==> src/rtl/mem_access_unit.sv <==
`default_nettype none
// ============================================================================
// Module   : mem_access_unit
// Purpose  : Memory-access stage between EX/MEM and the data SRAM. Issues
//            lane-aligned SRAM strobes for stores and loads, waits out the
//            one-cycle SRAM read latency and extends load data into a
//            registered writeback result. Misaligned accesses are trapped
//            without touching the SRAM.
// Revision : 1.0 - initial release
// ============================================================================
module mem_access_unit (
  input  logic        clk,
  input  logic        rst,
  // upstream handshake and instruction fields
  input  logic        in_valid,
  output logic        in_ready,
  input  logic [4:0]  mem_op,
  input  logic [31:0] addr,
  input  logic [31:0] store_data,
  input  logic [4:0]  rd,
  input  logic        wb_en,
  // data SRAM
  output logic        sram_cs,
  output logic        sram_oe,
  output logic [3:0]  sram_web,
  output logic [13:0] sram_addr,
  output logic [31:0] sram_din,
  input  logic [31:0] sram_dout,
  // writeback result
  output logic        out_valid,
  input  logic        out_ready,
  output logic [31:0] out_data,
  output logic [4:0]  out_rd,
  output logic        out_wb_en,
  output logic        out_misalign
);

  // Access type on mem_op[4:3]
  localparam logic [1:0] MEM_NONE  = 2'b00;
  localparam logic [1:0] MEM_READ  = 2'b01;
  localparam logic [1:0] MEM_WRITE = 2'b10;
  // Access size on mem_op[1:0]
  localparam logic [1:0] MEM_BYTE  = 2'b00;
  localparam logic [1:0] MEM_HALF  = 2'b01;
  localparam logic [1:0] MEM_WORD  = 2'b10;

  // FSM encoding
  localparam logic [0:0] ST_IDLE    = 1'b0;
  localparam logic [0:0] ST_RD_WAIT = 1'b1;

  logic [0:0]  state_q, state_d;

  // Load context captured at accept, consumed in RD_WAIT
  logic [1:0]  off_q, off_d;
  logic [1:0]  size_q, size_d;
  logic        uns_q, uns_d;
  logic [4:0]  rd_q, rd_d;
  logic        wb_q, wb_d;

  // Result register
  logic        out_valid_q, out_valid_d;
  logic [31:0] out_data_q, out_data_d;
  logic [4:0]  out_rd_q, out_rd_d;
  logic        out_wb_en_q, out_wb_en_d;
  logic        out_mis_q, out_mis_d;

  // Decode of the incoming instruction
  logic [1:0]  w_op;
  logic [1:0]  w_size;
  logic        w_is_read;
  logic        w_is_write;
  logic        w_misalign;
  logic        w_accept;
  logic        w_access;
  logic        w_start_load;
  logic [3:0]  w_byte_sel;
  logic [7:0]  w_ld_byte;
  logic [15:0] w_ld_half;
  logic [31:0] w_ld_data;

  assign w_op       = mem_op[4:3];
  assign w_size     = mem_op[1:0];
  // Encoding 2'b11 on mem_op[4:3] falls through as a non-memory op
  assign w_is_read  = (w_op == MEM_READ);
  assign w_is_write = (w_op == MEM_WRITE);

  // Only real memory accesses can be misaligned; byte accesses never are
  assign w_misalign = (w_is_read || w_is_write) &&
                      (((w_size == MEM_HALF) && addr[0]) ||
                       ((w_size == MEM_WORD) && (addr[1:0] != 2'b00)));

  assign in_ready     = (state_q == ST_IDLE) && (!out_valid_q || out_ready);
  assign w_accept     = in_valid && in_ready;
  // Reset suppresses any SRAM activity even if upstream is presenting work
  assign w_access     = w_accept && !rst && (w_is_read || w_is_write) && !w_misalign;
  assign w_start_load = w_access && w_is_read;

  // Combinational SRAM strobes, asserted only in the accept cycle
  always_comb begin
    sram_cs    = 1'b0;
    sram_oe    = 1'b0;
    sram_web   = 4'hF;
    sram_addr  = 14'd0;
    sram_din   = 32'd0;
    w_byte_sel = 4'b0001 << addr[1:0];
    if (w_access) begin
      sram_cs   = 1'b1;
      sram_addr = addr[15:2];
      if (w_is_read) begin
        sram_oe = 1'b1;
      end else begin
        case (w_size)
          MEM_BYTE: begin
            sram_web = ~w_byte_sel;
            sram_din = {4{store_data[7:0]}};
          end
          MEM_HALF: begin
            sram_web = addr[1] ? 4'b0011 : 4'b1100;
            sram_din = {2{store_data[15:0]}};
          end
          default: begin
            sram_web = 4'b0000;
            sram_din = store_data;
          end
        endcase
      end
    end
  end

  // Lane select and sign/zero extension of the returning read data
  always_comb begin
    w_ld_byte = sram_dout[{off_q, 3'b000} +: 8];
    w_ld_half = off_q[1] ? sram_dout[31:16] : sram_dout[15:0];
    case (size_q)
      MEM_BYTE: w_ld_data = uns_q ? {24'd0, w_ld_byte} : {{24{w_ld_byte[7]}}, w_ld_byte};
      MEM_HALF: w_ld_data = uns_q ? {16'd0, w_ld_half} : {{16{w_ld_half[15]}}, w_ld_half};
      default:  w_ld_data = sram_dout;
    endcase
  end

  // Next-state for the FSM, load context and result register
  always_comb begin
    state_d     = state_q;
    off_d       = off_q;
    size_d      = size_q;
    uns_d       = uns_q;
    rd_d        = rd_q;
    wb_d        = wb_q;
    out_valid_d = out_valid_q;
    out_data_d  = out_data_q;
    out_rd_d    = out_rd_q;
    out_wb_en_d = out_wb_en_q;
    out_mis_d   = out_mis_q;

    case (state_q)
      ST_RD_WAIT: begin
        // Entry guaranteed a free slot, so the result always lands here
        out_valid_d = 1'b1;
        out_data_d  = w_ld_data;
        out_rd_d    = rd_q;
        out_wb_en_d = wb_q;
        out_mis_d   = 1'b0;
        state_d     = ST_IDLE;
      end
      default: begin
        if (w_start_load) begin
          off_d   = addr[1:0];
          size_d  = w_size;
          uns_d   = mem_op[2];
          rd_d    = rd;
          wb_d    = wb_en;
          state_d = ST_RD_WAIT;
          if (out_ready) begin
            out_valid_d = 1'b0;
          end
        end else if (w_accept) begin
          // Stores, non-memory ops and trapped accesses finish immediately
          out_valid_d = 1'b1;
          out_data_d  = addr;
          out_rd_d    = rd;
          out_wb_en_d = wb_en && !w_is_write && !w_misalign;
          out_mis_d   = w_misalign;
        end else if (out_ready) begin
          out_valid_d = 1'b0;
        end
      end
    endcase
  end

  // State and register update with synchronous reset
  always_ff @(posedge clk) begin
    if (rst) begin
      state_q     <= ST_IDLE;
      off_q       <= 2'd0;
      size_q      <= 2'd0;
      uns_q       <= 1'b0;
      rd_q        <= 5'd0;
      wb_q        <= 1'b0;
      out_valid_q <= 1'b0;
      out_data_q  <= 32'd0;
      out_rd_q    <= 5'd0;
      out_wb_en_q <= 1'b0;
      out_mis_q   <= 1'b0;
    end else begin
      state_q     <= state_d;
      off_q       <= off_d;
      size_q      <= size_d;
      uns_q       <= uns_d;
      rd_q        <= rd_d;
      wb_q        <= wb_d;
      out_valid_q <= out_valid_d;
      out_data_q  <= out_data_d;
      out_rd_q    <= out_rd_d;
      out_wb_en_q <= out_wb_en_d;
      out_mis_q   <= out_mis_d;
    end
  end

  assign out_valid    = out_valid_q;
  assign out_data     = out_data_q;
  assign out_rd       = out_rd_q;
  assign out_wb_en    = out_wb_en_q;
  assign out_misalign = out_mis_q;

endmodule
`default_nettype wire

==> config.mk <==
export PLATFORM = sky130hd
export DESIGN_NAME = mem_access_unit
export DESIGN_NICKNAME = d
export VERILOG_FILES = /design/src/rtl/mem_access_unit.sv
export SDC_FILE = /design/constraint.sdc
export NUM_CORES = 1
export LEC_CHECK = 0
export CORE_UTILIZATION = 43
export CTS_BUF_LIST = sky130_fd_sc_hd__clkbuf_8
export DETAILED_ROUTE_END_ITERATION = 10
export GPL_ROUTABILITY_DRIVEN = 1
export PLACE_DENSITY = 0.94
export SLEW_MARGIN = 15
export SYNTH_ARGS = -nofsm -noshare
export SYNTH_HDL_FRONTEND = slang
export SYNTH_SLANG_ARGS = --single-unit
==> constraint.sdc <==
create_clock -name clk -period 6.8 [get_ports clk]
set_clock_uncertainty 0.1 [all_clocks]
set_input_delay 1.36 -clock clk [delete_from_list [all_inputs] [get_ports clk]]
set_output_delay 1.36 -clock clk [all_outputs]
set_load 0.1 [all_outputs]
Yosys cells after proc, flatten, opt, wreduce, memory -nomap -nowiden

Index checks and enable logic that the tools add are counted.

Logic and storage cells: 77
Output and inout port bits: 93
Bits in registers: 52
Input bits: 111

Equal/unequal tests: 6
Multiplexer cells: 29
Bitwise gates (word level): 3
Reduce and logical (&&, ||, !) cells: 26
Shifts and indexed selects: 2

Operator list:

| operator                                                           | count |
|---|---|
| 32-bit two-way mux                                                 | 7 |
| 32-bit one-hot mux with 2 select lines                             | 2 |
| 32-bit by 6-bit variable part select with 8-bit output             | 1 |
| 16-bit two-way mux                                                 | 1 |
| 5-bit two-way mux                                                  | 3 |
| 14-bit two-way mux                                                 | 1 |
| 4-bit two-way mux                                                  | 3 |
| 1-bit logical AND                                                  | 11 |
| 1-bit two-way mux                                                  | 11 |
| 4-bit one-hot mux with 2 select lines                              | 1 |
| 2-bit by 1-bit == test with 1-bit output (second input constant)   | 3 |
| 2-bit AND reduction                                                | 3 |
| 2-bit == test (second input constant)                              | 2 |
| 1-bit logical NOT                                                  | 4 |
| 2-bit logical NOT                                                  | 2 |
| 4-bit inverter                                                     | 1 |
| 2-bit nonzero test                                                 | 2 |
| 1-bit by 2-bit << shifter with 4-bit output (first input constant) | 1 |
| 1-bit logical OR                                                   | 3 |
| 2-bit != test (second input constant)                              | 1 |
| 1-bit inverter                                                     | 2 |
| 2-bit OR reduction                                                 | 1 |

Logic depth before layout (Yosys ltp)

Word-level depth: 10
Mapped depth: 9
Depth with buffers taken out: 7

Least setup slack after synthesis

OpenSTA, ideal clock, no wires.

Path type: in2out
From: input mem_op[3]
To: output sram_addr[10]
Buffers on the path: 1
Stages on the path: 7
Arrival: 4.041 ns
Required time: 5.340 ns
Slack: 1.299 ns
Cell sequence: inv_1 ha_1 inv_1 o211ai_1 nor3_2 clkbuf_1 and2_1

Word-level cells in the longest chain between the ends: 6
Elaborated cells between the ends (all ways): 8
Those cells by class: 2 x eq/ne; 1 x mux; 5 x reduce/logical

Ends and longest elaborated chain:

| what                                                                             | RTL line | RTL |
|---|---|---|
| start, declared                                                                  | 17       | `input logic [4:0] mem_op,` |
| 2-bit by 1-bit == test with 1-bit output / 2-bit == test (equally long branches) | 84, 85   |  |
| 1-bit logical OR *                                                               | 88, 95   |  |
| 1-bit logical AND                                                                | 88       | `assign w_misalign = (w_is_read \|\| w_is_write) &&` |
| 1-bit logical NOT                                                                | 95       | `assign w_access = w_accept && !rst && (w_is_read \|\| w_is_write) && !w_misalign;` |
| 1-bit logical AND *                                                              | 95       |  |
| 14-bit two-way mux *                                                             | 106      | `if (w_access) begin` |
| end, declared                                                                    | 26       | `output logic [13:0] sram_addr,` |

Every way passes the cells marked *; elsewhere a longest branch is shown, timed or not.

Worst setup path after layout

From: input mem_op[3]
To: output sram_din[11]

Word-level cells in the longest chain between the ends: 6
Elaborated cells between the ends (all ways): 9
Those cells by class: 2 x eq/ne; 2 x mux; 5 x reduce/logical

Ends and longest elaborated chain:

| what                                                                             | RTL line | RTL |
|---|---|---|
| 2-bit by 1-bit == test with 1-bit output / 2-bit == test (equally long branches) | 84, 85   |  |
| 1-bit logical OR                                                                 | 88, 95   |  |
| 1-bit logical AND                                                                | 88       |  |
| 1-bit logical NOT                                                                | 95       |  |
| 1-bit logical AND                                                                | 95       |  |
| 32-bit two-way mux *                                                             | 106      |  |
| end, declared                                                                    | 27       | `output logic [31:0] sram_din,` |

Marked as above.

==> summary.txt <==
Outcome
  – Status: finished, final reports clean

Worst setup path
  – Register-to-register path setup slack: 3900 ps
  – Type of element capturing the critical path: primary output
  – Type of element launching the critical path: primary input
  – Arrival time at the worst endpoint: 4680 ps
  – Highest fanout seen on the critical path: 24
  – Critical Path Source: mem_op[3]
  – RR Startpoint: state_q
  – Required time of the critical path: 5340 ps
  – Terminus of the critical flop-to-flop path: off_q[0]
  – Critical path type: primary input to primary output
  – Depth of the worst register-to-register path: 7

Placement
  – Routability congestion estimate: 0.901
  – Number of port buffers: 203
  – Placed wire-length estimate: 10.1 mm

Final layout
  – Fillers: 538
  – Fraction of final layout cells sized beyond drive strength 1: 17.2%
  – Sequential Area: 0.00104 mm^2
  – Diodes inserted: 0
  – Most frequent standard cell in the layout excluding fill and tap cells: clkdlybuf4s50_1
  – Area of the multi-input gates: 0.00232 mm^2
  – Most frequent cells in the layout: clkdlybuf4s50_1, dfxtp_1, nor2_1
  – Final-stage net count: 723
  – Syn-to-layout area delta: 66.9%

Pwr
  – Proportion of total power due to net switching: 43.1%
  – Sequential share of power: 34.6%
  – Power share of the combinational group: 46.7%
  – Clock share of power: 18.7%
  – Leakage Power: 2.19 nW
  – Internal power summed over all cells: 0.000553 W
  – VDD IR-drop max: 0.0838 mV
  – Net switching power: 0.000419 W
  – Total power per unit cell area: 161 mW/mm^2

Routing
  – Total iterations of the first detailed-routing run: 5
  – Routed via count divided by cell count: 5.85
  – Via Count: 4189
  – Total Routed Length: 13.2 mm
  – Number of nets with antenna violations after routing: 0
  – # DRC: 0
  – Iteration-0 DRC Markers: 236
  – Routed length per placed instance: 18.4 um

Clocking
  – Post-cts repair resize count: 0
  – Maximum level of the CTS H-tree: 2
  – Hold-fix buffers, CTS: 0
  – Max Root-Sink Buffers: 2
  – CTS clock-pin slew for the worst setup and hold paths: 100 ps
  – CTS sink cnt: 52
  – Post-CTS setup buffers: 0
  – Worst-skew pair later-pin latency: 310 ps
  – Root Buffer: clkbuf_8
  – CTS tree: built
  – TritonCTS buffer count: 5

GRT
  – Global-route usage over all layers: 29.2%
  – Global route total overflow: 0
  – Largest net degree at the start of global routing: 45
  – Wire length of the first global-routing pass: 20.1 mm
  – Antenna violations before repair: 0
  – Vias in the first global route: 3988

Timing
  – Final hold violation count: 0
  – Transition time at the pin with the least slew margin: 1030 ps
  – Highest Clock Rate: 163 MHz
  – Post-layout min period: 6140 ps
  – Final Slew Violations: 0
  – Setup repair after global routing missed its margin: no
  – Post-route clock period utilization: 90.2%
  – Setup-violating endpoint count in the final report: 0
  – Sum of negative setup slack: 0 ps
  – Headroom to the max-slew limit: 31.0%
  – Post-Route Hold Slack: 359 ps

Synth
  – Post-synth EDFFs: 0
  – Synth Area in Simple Gates: 19.1%
  – Net Count, Synth: 547
  – Sequential element share of the synthesized area: 28.9%
  – Count of unique library cells instantiated by Yosys: 58
  – Area contributors post-synth: dfxtp_1, mux2i_1, a21oi_1, nor2_1, a221oi_2
  – Count of warnings emitted by yosys: 0
  – Proportion of netlist area held by the largest area contributor: 28.9%
  – Synth Area in Adders: 0.694%
  – Mean instance size in the synthesized netlist: 8.31 um^2
  – Multiplexer share of the synthesized area: 8.36%
  – Post-synth ARST share: 0%
  – Synth Area in XOR/XNOR: 0%
  – Post-synthesis instance total: 434
  – Leading area contributor after synthesis: dfxtp_1
  – Dominant combinational cell family by area after synthesis: compound AO/OA/AOI/OAI gates
  – Flip-flop and latch count after synthesis: 52
  – Top flip-flop cell by instance count after synthesis: dfxtp_1
  – Share of the synthesized area in compound gates (AO/OA/AOI/OAI): 36.1%
  – Area of the mapped netlist: 0.00361 mm^2

Hold path
  – Min-Delay Path Depth: 2
  – Path category of the worst min-delay check: flip-flop to flip-flop
  – Worst Hold Endpoint: out_data[6]
  – Hold Startpoint: out_data[6]

Floorplan
  – Placement Rows: 33
  – Total die area: 0.00876 mm^2
  – Core ar.: 0.00818 mm^2
  – Effective utilization at floorplan: 44.1%
  – Number of top-level pins: 204
  – Die H: 93.6 um
  – Width of the die: 93.6 um

Run
  – Number of max-cap violations: 0
power by group through the flow:
stage	clock [W]	sequential, W	combinational (W)
6_report	0.000182	0.000336	0.000454
5_1_grt	0.000198	0.000339	0.000471
4_1_cts	0.000186	0.000336	0.000453
3_5_place_dp	0	0.000343	0.000451
3_3_place_gp	0	0.000342	0.000444
2_1_floorplan	0	0.000474	0.000159
layout make-up:
class                   instances  area share (%)
clock buffers                   5            1.14
clock inverters                 3           0.353
inverters                       8           0.499
multi-input cells             334            38.6
flip-flops and latches         52            17.3
well taps                     105            2.18
repair buffers                209            39.9
how the worst max path moves through the flow:
stage,endpoint,cells past startpoint
6_report,sram_din[11],9
5_1_grt,sram_din[11],9
4_1_cts,sram_din[11],9
3_5_place_dp,sram_din[11],9
3_3_place_gp,sram_din[14],9
2_1_floorplan,sram_addr[10],7
synth_stat cells, types with 2 or more instances:
master and instances:
buf_6 5, o221ai_1 7, nand2_1 32, o21a_1 2
o211ai_1 14, a221o_1 2, a221oi_1 5, buf_4 3
and2b_1 2, o21ai_0 19, buf_1 3, nand2b_1 9
nor2_1 51, dfxtp_1 52, mux2i_1 29, a22oi_1 8
ha_1 2, clkbuf_1 15, buf_2 13, o2bb2ai_1 4
a22o_1 4, nor2b_1 8, nand3b_1 2, clkinv_1 2
nor4b_1 2, a221oi_2 10, and2_1 24, o2bb2ai_2 10
a211oi_1 5, o21ai_1 5, a211oi_2 8, inv_1 6
a21oi_1 46
cells by family after synthesis:
family,count (synthesis)
AOI/OAI and AO/OA,163
and+or+nand+nor,139
adders and majority gates,2
DFF,52
muxes,30
buffers and inverters,48
flip-flops by register name (all words and copies together), names as in the netlist:
name and cells:
off_q 2, state_q 1, rd_q 5, out_wb_en 1, out_valid 1, out_data 32
out_rd 5, size_q 2, out_misalign 1, uns_q 1, wb_q 1
through the flow:
step,util (%),std cells,cell area (um^2),worst slack (ps),total power (W)
2_1_floorplan,-,434,3610,1300,0.000633
3_3_place_gp,72.5,708,5930,1060,0.000786
3_5_place_dp,72.5,708,5930,710,0.000794
4_1_cts,73.6,716,6020,688,0.000975
5_1_grt,73.6,716,6020,443,0.00101
6_report,73.6,716,6020,664,0.000972
routing by layer:
| layer | global-route usage (%) | vias to the layer above | share of wire [%] |
|---|---|---|---|
| li1 | - | 1949 | - |
| met1 | 30.6 | 1955 | 36 |
| met2 | 54.0 | 242 | 51 |
| met3 | 8.21 | 43 | 9.6 |
| met4 | 12.4 | 0 | 3.3 |
| met5 | 0 | - | 0 |
worst max-delay path: stages:
cell	delay (ps)
clkdlybuf4s50_1	490
inv_1	60
ha_1	330
inv_1	100
o211ai_1	180
nor3_2	700
nand2b_1	690
a21oi_1	510
buf_12	230
(Power assumes the default switching activity.)
